--- src/rtl/pipeline_pkg.sv ---
// Shared definitions for the 8-bit pipelined core: datapath widths,
// write-back source encodings and the debug-write arbitration states.
package pipeline_pkg;

    localparam int PL_DW = 8;
    localparam int PL_AW = 2;

    // Encodings of wb_data_sel
    localparam logic WB_SRC_ALU = 1'b0;
    localparam logic WB_SRC_MEM = 1'b1;

    // Debug write arbitration states
    typedef enum logic [0:0] {
        DBG_IDLE = 1'b0,
        DBG_PEND = 1'b1
    } dbg_state_e;

endpackage

--- src/rtl/pipeline_regfile.sv ---
// Architectural register file: 2**AW x DW entries, one synchronous write
// port, two combinational read ports, every entry reset to RST_VAL.
module pipeline_regfile
    import pipeline_pkg::*;
#(
    parameter int          DW      = PL_DW,
    parameter int          AW      = PL_AW,
    parameter logic [DW-1:0] RST_VAL = '0
) (
    input  logic          clk,
    input  logic          rst,
    input  logic          we,
    input  logic [AW-1:0] waddr,
    input  logic [DW-1:0] wdata,
    input  logic [AW-1:0] raddr1,
    output logic [DW-1:0] rdata1,
    input  logic [AW-1:0] raddr2,
    output logic [DW-1:0] rdata2
);

    logic [DW-1:0] mem_r [2**AW];

    // Storage update; reset dominates so a write in the reset cycle is dropped
    always_ff @(posedge clk) begin
        if (rst) begin
            for (int i = 0; i < 2**AW; i++) begin
                mem_r[i] <= RST_VAL;
            end
        end else if (we) begin
            mem_r[waddr] <= wdata;
        end
    end

    assign rdata1 = mem_r[raddr1];
    assign rdata2 = mem_r[raddr2];

endmodule

--- src/rtl/pipeline_wb.sv ---
// Write-back stage: selects write-back data, commits it to the register
// file, exposes bypassed read ports and an EX forwarding tap, and merges a
// debug register-write port into cycles the pipeline leaves free.
// Optional feature macro: PL_WB_RETIRE_CNT_EN (16-bit retired-slot counter).
module pipeline_wb
    import pipeline_pkg::*;
#(
    parameter int            DW      = PL_DW,
    parameter int            AW      = PL_AW,
    parameter logic [DW-1:0] RST_VAL = 8'h00
) (
    input  logic          clk,
    input  logic          rst,
    input  logic [DW-1:0] DM_in,
    input  logic [DW-1:0] ALU_ea_in,
    input  logic [AW-1:0] ra_in,
    input  logic          wb_wb_sel,
    input  logic          wb_data_sel,
    input  logic          wb_reg_en,
    input  logic [AW-1:0] rs1_addr,
    input  logic [AW-1:0] rs2_addr,
    output logic [DW-1:0] rs1_data,
    output logic [DW-1:0] rs2_data,
    output logic          fwd_valid,
    output logic [AW-1:0] fwd_addr,
    output logic [DW-1:0] fwd_data,
    input  logic          dbg_req,
    input  logic [AW-1:0] dbg_addr,
    input  logic [DW-1:0] dbg_data,
    output logic          dbg_ack,
    output logic [15:0]   retire_cnt
);

    logic [DW-1:0] wdata_s;
    logic          pc_we_s;

    dbg_state_e    state_r;
    dbg_state_e    state_nxt_s;
    logic [AW-1:0] pend_addr_r;
    logic [DW-1:0] pend_data_r;
    logic          pend_load_s;
    logic          dbg_ack_r;
    logic          dbg_commit_s;
    logic [AW-1:0] dbg_waddr_s;
    logic [DW-1:0] dbg_wdata_s;

    logic          rf_we_s;
    logic [AW-1:0] rf_waddr_s;
    logic [DW-1:0] rf_wdata_s;
    logic [DW-1:0] rf_rdata1_s;
    logic [DW-1:0] rf_rdata2_s;

    assign wdata_s = (wb_data_sel == WB_SRC_MEM) ? DM_in : ALU_ea_in;
    assign pc_we_s = wb_wb_sel & wb_reg_en;

    // Forwarding tap: zeroed whenever no pipeline commit happens
    always_comb begin
        fwd_valid = 1'b0;
        fwd_addr  = '0;
        fwd_data  = '0;
        if (pc_we_s) begin
            fwd_valid = 1'b1;
            fwd_addr  = ra_in;
            fwd_data  = wdata_s;
        end else begin
            fwd_valid = 1'b0;
        end
    end

    // Debug arbitration: the pipeline always wins, the debug write waits in
    // the pending buffer; a request still held during its ack cycle is ignored
    always_comb begin
        state_nxt_s  = state_r;
        pend_load_s  = 1'b0;
        dbg_commit_s = 1'b0;
        dbg_waddr_s  = pend_addr_r;
        dbg_wdata_s  = pend_data_r;
        case (state_r)
            DBG_IDLE: begin
                if (dbg_req && !dbg_ack_r) begin
                    if (pc_we_s) begin
                        pend_load_s = 1'b1;
                        state_nxt_s = DBG_PEND;
                    end else begin
                        dbg_commit_s = 1'b1;
                        dbg_waddr_s  = dbg_addr;
                        dbg_wdata_s  = dbg_data;
                    end
                end else begin
                    state_nxt_s = DBG_IDLE;
                end
            end
            DBG_PEND: begin
                if (!pc_we_s) begin
                    dbg_commit_s = 1'b1;
                    state_nxt_s  = DBG_IDLE;
                end else begin
                    state_nxt_s = DBG_PEND;
                end
            end
            default: begin
                state_nxt_s = DBG_IDLE;
            end
        endcase
    end

    // FSM state, pending buffer and the one-cycle ack pulse
    always_ff @(posedge clk) begin
        if (rst) begin
            state_r     <= DBG_IDLE;
            pend_addr_r <= '0;
            pend_data_r <= '0;
            dbg_ack_r   <= 1'b0;
        end else begin
            state_r   <= state_nxt_s;
            dbg_ack_r <= dbg_commit_s;
            if (pend_load_s) begin
                pend_addr_r <= dbg_addr;
                pend_data_r <= dbg_data;
            end
        end
    end

    assign dbg_ack = dbg_ack_r;

    // Single register-file write port shared by pipeline and debug commits
    always_comb begin
        rf_we_s = pc_we_s | dbg_commit_s;
        if (pc_we_s) begin
            rf_waddr_s = ra_in;
            rf_wdata_s = wdata_s;
        end else begin
            rf_waddr_s = dbg_waddr_s;
            rf_wdata_s = dbg_wdata_s;
        end
    end

    pipeline_regfile #(
        .DW      (DW),
        .AW      (AW),
        .RST_VAL (RST_VAL)
    ) u_regfile (
        .clk    (clk),
        .rst    (rst),
        .we     (rf_we_s),
        .waddr  (rf_waddr_s),
        .wdata  (rf_wdata_s),
        .raddr1 (rs1_addr),
        .rdata1 (rf_rdata1_s),
        .raddr2 (rs2_addr),
        .rdata2 (rf_rdata2_s)
    );

    // Read port 1 bypass: pipeline commit first, then debug commit, then array
    always_comb begin
        if (pc_we_s && (rs1_addr == ra_in)) begin
            rs1_data = wdata_s;
        end else if (dbg_commit_s && (rs1_addr == dbg_waddr_s)) begin
            rs1_data = dbg_wdata_s;
        end else begin
            rs1_data = rf_rdata1_s;
        end
    end

    // Read port 2 bypass: same priority as port 1
    always_comb begin
        if (pc_we_s && (rs2_addr == ra_in)) begin
            rs2_data = wdata_s;
        end else if (dbg_commit_s && (rs2_addr == dbg_waddr_s)) begin
            rs2_data = dbg_wdata_s;
        end else begin
            rs2_data = rf_rdata2_s;
        end
    end

`ifdef PL_WB_RETIRE_CNT_EN
    logic [15:0] retire_cnt_r;

    // Retired-slot counter: every valid WB slot counts, wraps naturally
    always_ff @(posedge clk) begin
        if (rst) begin
            retire_cnt_r <= 16'h0000;
        end else if (wb_wb_sel) begin
            retire_cnt_r <= retire_cnt_r + 16'h0001;
        end
    end

    assign retire_cnt = retire_cnt_r;
`else
    assign retire_cnt = 16'h0000;
`endif

endmodule

--- config.mk ---
export PLATFORM = sky130hd
export DESIGN_NAME = pipeline_wb
export DESIGN_NICKNAME = d
export VERILOG_FILES = /design/src/rtl/pipeline_pkg.sv /design/src/rtl/pipeline_regfile.sv /design/src/rtl/pipeline_wb.sv
export SDC_FILE = /design/constraint.sdc
export NUM_CORES = 1
export LEC_CHECK = 0
export ABC_AREA = 1
export BUFFER_PORTS_ARGS = -buffer_cell sky130_fd_sc_hd__buf_2
export CAP_MARGIN = 20
export CORE_UTILIZATION = 55
export CTS_CLUSTER_DIAMETER = 40
export DETAILED_ROUTE_END_ITERATION = 8
export GPL_ROUTABILITY_DRIVEN = 0
export PLACE_DENSITY = 0.9
export SKIP_LAST_GASP = 1
export SYNTH_ARGS = -nofsm -noshare
export SYNTH_HDL_FRONTEND = slang
export SYNTH_HIERARCHICAL = 1
export SYNTH_SLANG_ARGS = --single-unit
--- constraint.sdc ---
create_clock -name clk -period 3.2 [get_ports clk]
set_input_delay 0.64 -clock clk [delete_from_list [all_inputs] [get_ports clk]]
set_output_delay 0.64 -clock clk [all_outputs]
set_load 0.02 [all_outputs]
==> flow_metrics.py, run 1 <==
metrics = {
    "clock_tree": {
        "clock_sinks": 44,
        "numCtsBuffers": 5,
        "cts_setup_buffers": 0,
        "clk_pin_slew_ps": 90,
        "clk_path_buf_depth": 2,
        "root_buffer": "clkbuf_8",
        "cts_resized": 0,
        "hold_buffers": 0,
        "cts_tree": "yes",
        "htreeDepth": 2,
        "clk_latency_ps": 310,
    },
    "power_and_ir_drop": {
        "power.share.switching": 0.361,
        "ir_worst_vdd_mv": 0.272,
        "pwr-share-seq": 0.409,
        "intPower_w": 0.00104,
        "power_w": 0.00163,
        "p_clk_frac": 0.267,
        "p_per_area_nw_per_um2": 417,
        "power.leakage_nw": 2.12,
        "p_switching_w": 0.000588,
        "combPwrFrac": 0.324,
    },
    "sta": {
        "slew_viol_final": 0,
        "hold_viol_final": 0,
        "setup-violations-final": 0,
        "clock_skew_ps": 9.58,
        "period_needed_ps": 2950,
        "relSlewSlack": 0.613,
        "period_share": 0.921,
        "fmax_ghz": 0.339,
        "setup_tns_ps": 0,
        "tightestPinTransition_ps": 580,
        "rsz0062_at_grt": "no",
    },
    "place": {
        "place_area_sq_um": 3790,
        "dp_hpwl_um": 6980,
        "io_buffers": 65,
    },
    "synthesis": {
        "yosysMostFrequentCell": "nand2_1",
        "synth_fa_ha_area_frac": 0,
        "ys_top_cells_by_area": "edfxtp_1, nand2_1, inv_1",
        "synth_top_family_by_area": "simple AND/OR/NAND/NOR gates",
        "synthMuxAreaShare": 0,
        "syn_avg_cell_area_sq_um": 6.59,
        "synth_common_cells": "nand2_1, inv_1, nand3_1, nor2_1, edfxtp_1",
        "ys.flop_type": "edfxtp_1",
        "synth-xor-area-share": 0,
        "synth-compound-area-share": 0.0851,
        "synth.distinct_cells": 28,
        "synth_top_cell_by_area": "edfxtp_1",
        "synth_warnings": 6,
        "synth_top_area_frac": 0.273,
        "synth-edff-count": 32,
        "synth-seq-cells": 44,
        "synth_area_sq_um": 3510,
        "yosys.area_share.simple": 0.394,
        "ys_seq_area_frac": 0.342,
        "synthArstFlopShare": 0,
        "synthCells": 533,
    },
    "floorplan": {
        "dieWidth_um": 81.9,
        "die_h_um": 81.9,
        "die_area_sq_um": 6710,
        "initial_core_util": 0.583,
        "placement_rows": 28,
        "core-area_sq_um": 6030,
        "io_pins": 82,
    },
    "worst_setup_path": {
        "cp_max_fo": 20,
        "criticalPathCategory": "in2out",
        "cp_data_arrival_time_ps": 2310,
        "critical_path_required_ps": 2560,
        "start_kind": "input port",
        "crit_path_end_kind": "output port",
    },
    "layout": {
        "syn_to_final_growth_pct": 10.9,
        "post-route-util": 0.647,
        "n_fill_cell": 529,
        "nets": 629,
        "final_layout_size_suffix_gt1_frac": 0.179,
        "design_area_sq_um": 3900,
        "insertedDiodeCount": 0,
    },
    "routing": {
        "firstDrtPassIters": 5,
        "antenna_left": 0,
        "drc_errors": 0,
        "num_vias": 3717,
        "drtIter0Drc": 319,
        "wirelength_um": 9190,
        "route.detailed.wl_per_inst_um": 13.8,
        "viasPerCell": 5.57,
    },
    "outcome": {
        "run_status": "finished clean",
    },
    "global_routing": {
        "grt_max_degree": 22,
        "grt_pass1_vias": 3262,
        "grt_first_pass_wirelength_um": 14200,
        "antenna_found_initial": 0,
        "grt.total_usage": 0.280,
        "overflow": 0,
    },
    "worst_hold_path": {
        "hp-class": "reg2reg",
    },
    "job": {
        "max-cap-violations": 0,
    },
}
-- power by group through the flow --
stage / clock [W] / sequential, W / combinational, W
detailed placement: 0 / 0.000679 / 0.000516
global placement: 0 / 0.000677 / 0.000499
finish: 0.000435 / 0.000666 / 0.000526
global route: 0.000460 / 0.000669 / 0.000581
floorplan: 0 / 0.000677 / 0.000393
CTS: 0.000435 / 0.000666 / 0.000518
-- worst paths after layout --
path                               start                             endpoint  slack, ps  depth (start not counted)
max reg2reg           dbg_ack$_SDFF_PP0_  u_regfile/mem_r[0][7]$_SDFFCE_PN0P_        800                          9
min          pend_data_r[7]$_SDFFE_PP0P_          pend_data_r[7]$_SDFFE_PP0P_        470                          2
max                              dbg_req                          rs2_data[3]        250                          9
min reg2reg  pend_data_r[7]$_SDFFE_PP0P_          pend_data_r[7]$_SDFFE_PP0P_        470                          2
-- cell type report --
class	instances	area [sq um]	area share
clock buffers	5	68.8	0.0177
clock inverters	3	42.5	0.0109
inverters	104	390	0.100
multi-input cells	367	1750	0.448
flip-flops and latches	44	1200	0.308
well taps	75	93.8	0.0241
repair buffers	69	355	0.0912
-- worst max-delay path, cell delays in order --
cell,delay [ps]
buf_2,100
inv_2,40
nor2_4,120
nand3_2,350
o21ai_0,540
nand4_1,170
nand3_1,120
nand2_1,60
buf_2,150
-- through the flow --
step / cells / setup slack (ps) / hold WS (ps)
floorplan: 548 / 595 / 429
global placement: 659 / 379 / 445
detailed placement: 659 / 286 / 445
CTS: 667 / 280 / 460
global route: 667 / 25.5 / 473
finish: 667 / 252 / 465
-- layer usage --
metal  GRT usage  vias to the layer above  share of wire
li1            -                     1758              -
met1       0.329                     1709           0.39
met2       0.500                      214           0.51
met3      0.0411                       36          0.075
met4       0.126                        0          0.034
met5           0                        -              0
-- placed cells by master (no fill, tap or decap) --
| cell type | Yosys | layout |
|---|---|---|
| a21oi_1 | 14 | 14 |
| a31o_2 | 1 | 1 |
| buf_2 | 4 | 65 |
| buf_4 | 20 | 4 |
| bufinv_16 | 0 | 1 |
| clkbuf_8 | 0 | 5 |
| clkinv_1 | 0 | 1 |
| clkinv_4 | 0 | 1 |
| conb_1 | 1 | 16 |
| dfxtp_1 | 12 | 12 |
| edfxtp_1 | 32 | 32 |
| inv_1 | 99 | 99 |
| inv_2 | 5 | 5 |
| nand2_1 | 155 | 155 |
| nand2_2 | 8 | 8 |
| nand2_4 | 4 | 4 |
| nand3_1 | 63 | 63 |
| nand3_2 | 2 | 2 |
| nand3_4 | 3 | 3 |
| nand3b_1 | 2 | 2 |
| nand4_1 | 10 | 10 |
| nor2_1 | 37 | 37 |
| nor2_2 | 1 | 1 |
| nor2_4 | 3 | 3 |
| nor2_8 | 1 | 1 |
| nor3_1 | 9 | 9 |
| o21ai_0 | 26 | 26 |
| o21ai_2 | 2 | 2 |
| o21bai_1 | 8 | 8 |
| o22ai_1 | 2 | 2 |
-- kinds of logic (layout without fill, tap and decap cells) --
group,Yosys count,after routing
AO/OA/AOI/OAI,53,53
flip-flops,44,44
other,1,16
AND/OR/NAND/NOR,298,298
buffers and inverters,137,181
-- registers in the layout, summed over array words and instances, names as in the netlist --
register and flops:
u_regfile/mem_r 32, pend_addr_r 2, state_r 1, dbg_ack 1, pend_data_r 8
(Power assumes the default switching activity.)
==> run 2: changes to the inputs <==
--- a/config.mk
+++ b/config.mk
@@ -8,6 +8,7 @@
 export ABC_AREA = 1
 export BUFFER_PORTS_ARGS = -buffer_cell sky130_fd_sc_hd__buf_2
 export CAP_MARGIN = 20
+export CORE_MARGIN = 4
 export CORE_UTILIZATION = 55
 export CTS_CLUSTER_DIAMETER = 40
 export DETAILED_ROUTE_END_ITERATION = 8
==> flow_metrics.py, run 2 (synthesis gave the netlist of run 1 again) <==
metrics = {
    "place": {
        "io_buffers": 65,
        "dp_hpwl_um": 7380,
        "place_area_sq_um": 3780,
        "pre_cts_ws_ps": 248,
        "dp_cells": 658,
    },
    "power_and_ir_drop": {
        "intPower_w": 0.00104,
        "ir_worst_vdd_mv": 0.302,
        "p_clk_frac": 0.268,
        "combPwrFrac": 0.325,
        "p_per_area_nw_per_um2": 420,
        "power.leakage_nw": 2.12,
        "p_switching_w": 0.000595,
        "power.share.switching": 0.364,
        "pwr-share-seq": 0.407,
    },
    "clock_tree": {
        "htreeDepth": 2,
        "clk_path_buf_depth": 2,
        "clk_pin_slew_ps": 90,
        "cts_setup_buffers": 0,
        "hold_buffers": 0,
        "cts_tree": "yes",
        "cts_resized": 0,
        "numCtsBuffers": 5,
        "clock_sinks": 44,
        "root_buffer": "clkbuf_8",
        "clk_latency_ps": 300,
    },
    "worst_setup_path": {
        "cp_max_fo": 20,
        "critical_path.max_stage_delay_ps": 340,
        "start_kind": "input port",
        "criticalPathCategory": "in2out",
        "worstPathCellList": "buf_2, inv_2, nor2_4, nand3_2, nand2_1, nand2_1, nor2_1, nor2_4, nand2_4, nand2_1, nand3_1, nand2_1, buf_2",
        "critical_path_required_ps": 2560,
        "crit_path_end_kind": "output port",
        "cp_data_arrival_time_ps": 2360,
        "crit_slowest_cell": "nand3_2",
        "r2r_slack_ps": 810,
        "r2r-start": "dbg_ack$_SDFF_PP0_",
        "reg2reg_to": "u_regfile/mem_r[0][3]$_SDFFCE_PN0P_",
        "path_common_cell": "nand2_1",
        "reg2reg_depth": 9,
    },
    "global_routing": {
        "grt.total_usage": 0.252,
        "grt_max_degree": 22,
        "grt_first_pass_wirelength_um": 15500,
        "grt_pass1_vias": 3524,
        "antenna_found_initial": 0,
        "overflow": 0,
    },
    "floorplan": {
        "die_h_um": 87.9,
        "initial_core_util": 0.580,
        "core-area_sq_um": 6060,
        "die_area_sq_um": 7730,
        "placement_rows": 28,
        "io_pins": 82,
        "dieWidth_um": 87.9,
    },
    "layout": {
        "largest_reg_flops": 32,
        "final_layout_size_suffix_gt1_frac": 0.179,
        "top_regs": "u_regfile/mem_r x32, pend_data_r x8, pend_addr_r x2",
        "final_common_cell": "nand2_1",
        "syn_to_final_growth_pct": 10.8,
        "layout_common_cells": "nand2_1, inv_1, buf_2",
        "fin_cells": 666,
        "nets": 628,
        "insertedDiodeCount": 0,
        "regMostFlops": "u_regfile/mem_r",
        "design_area_sq_um": 3890,
    },
    "sta": {
        "setup_tns_ps": 0,
        "rsz0062_at_grt": "no",
        "period_needed_ps": 3000,
        "period_share": 0.937,
        "tightestPinTransition_ps": 573,
        "hold_viol_final": 0,
        "clock_skew_ps": 7.36,
        "relSlewSlack": 0.617,
        "setup-violations-final": 0,
        "finalWorstSetupSlack_ps": 200,
        "slew_viol_final": 0,
        "fmax_ghz": 0.333,
        "timing.hold.ws_ps": 462,
    },
    "routing": {
        "route.detailed.wl_per_inst_um": 14.4,
        "topRoutingLayerUsed": "met4",
        "dr_wl_met2_um": 4750,
        "met3_length_um": 924,
        "wirelength_um": 9600,
        "drtIter0Drc": 377,
        "met1_length_um": 3680,
        "num_vias": 3732,
        "antenna_left": 0,
        "drc_errors": 0,
        "firstDrtPassIters": 5,
        "viasPerCell": 5.60,
    },
    "job": {
        "max-cap-violations": 0,
    },
    "outcome": {
        "run_status": "finished clean",
    },
    "worst_hold_path": {
        "holdPathEnd": "pend_data_r[7]$_SDFFE_PP0P_",
        "hold_path_depth": 2,
        "hp-class": "reg2reg",
        "hold_path_startpoint": "pend_data_r[7]$_SDFFE_PP0P_",
    },
}
run 2: layout make-up:
class	instances	area [sq um]
Fill cell	538	2170
Multi-Input combinational cell	367	1750
Sequential cell	44	1200
Inverter	104	390
Timing Repair Buffer	68	348
Tap cell	75	93.8
Clock buffer	5	68.8
Clock inverter	3	46.3
run 2: how the worst max path moves through the flow:
stage	from	end	cells after the start
5_1_grt	dbg_req	rs1_data[5]	13
3_5_place_dp	dbg_req	rs1_data[1]	13
4_1_cts	dbg_req	rs1_data[1]	13
3_3_place_gp	dbg_req	rs1_data[5]	13
6_report	dbg_req	rs1_data[1]	13
2_1_floorplan	wb_wb_sel	u_regfile/mem_r[2][0]$_SDFFCE_PN0P_	7
run 2: per-stage QoR:
step | utilization | total power, W
after CTS | 0.642 | 0.00163
after floorplan | - | 0.00107
after global routing | 0.642 | 0.00172
after global placement | 0.623 | 0.00118
final | 0.642 | 0.00164
after detailed placement | 0.623 | 0.00120
run 2: power groups by stage:
stage	Combinational, W	Sequential [W]	Clock, W
after global routing	0.000590	0.000668	0.000467
after floorplan	0.000393	0.000677	0
after CTS	0.000521	0.000665	0.000442
final	0.000532	0.000666	0.000439
after detailed placement	0.000518	0.000679	0
after global placement	0.000502	0.000677	0
run 2: worst max-delay path: cells and delay by family:
| family | cells | cell delay, ps |
|---|---|---|
| simple gates | 10 | 1420 |
| buf+inv | 3 | 290 |
run 2: per-layer routing:
layer	global-route usage	vias up
li1	-	1753
met1	0.325	1708
met2	0.432	237
met3	0.0254	34
met4	0.105	0
met5	0	-
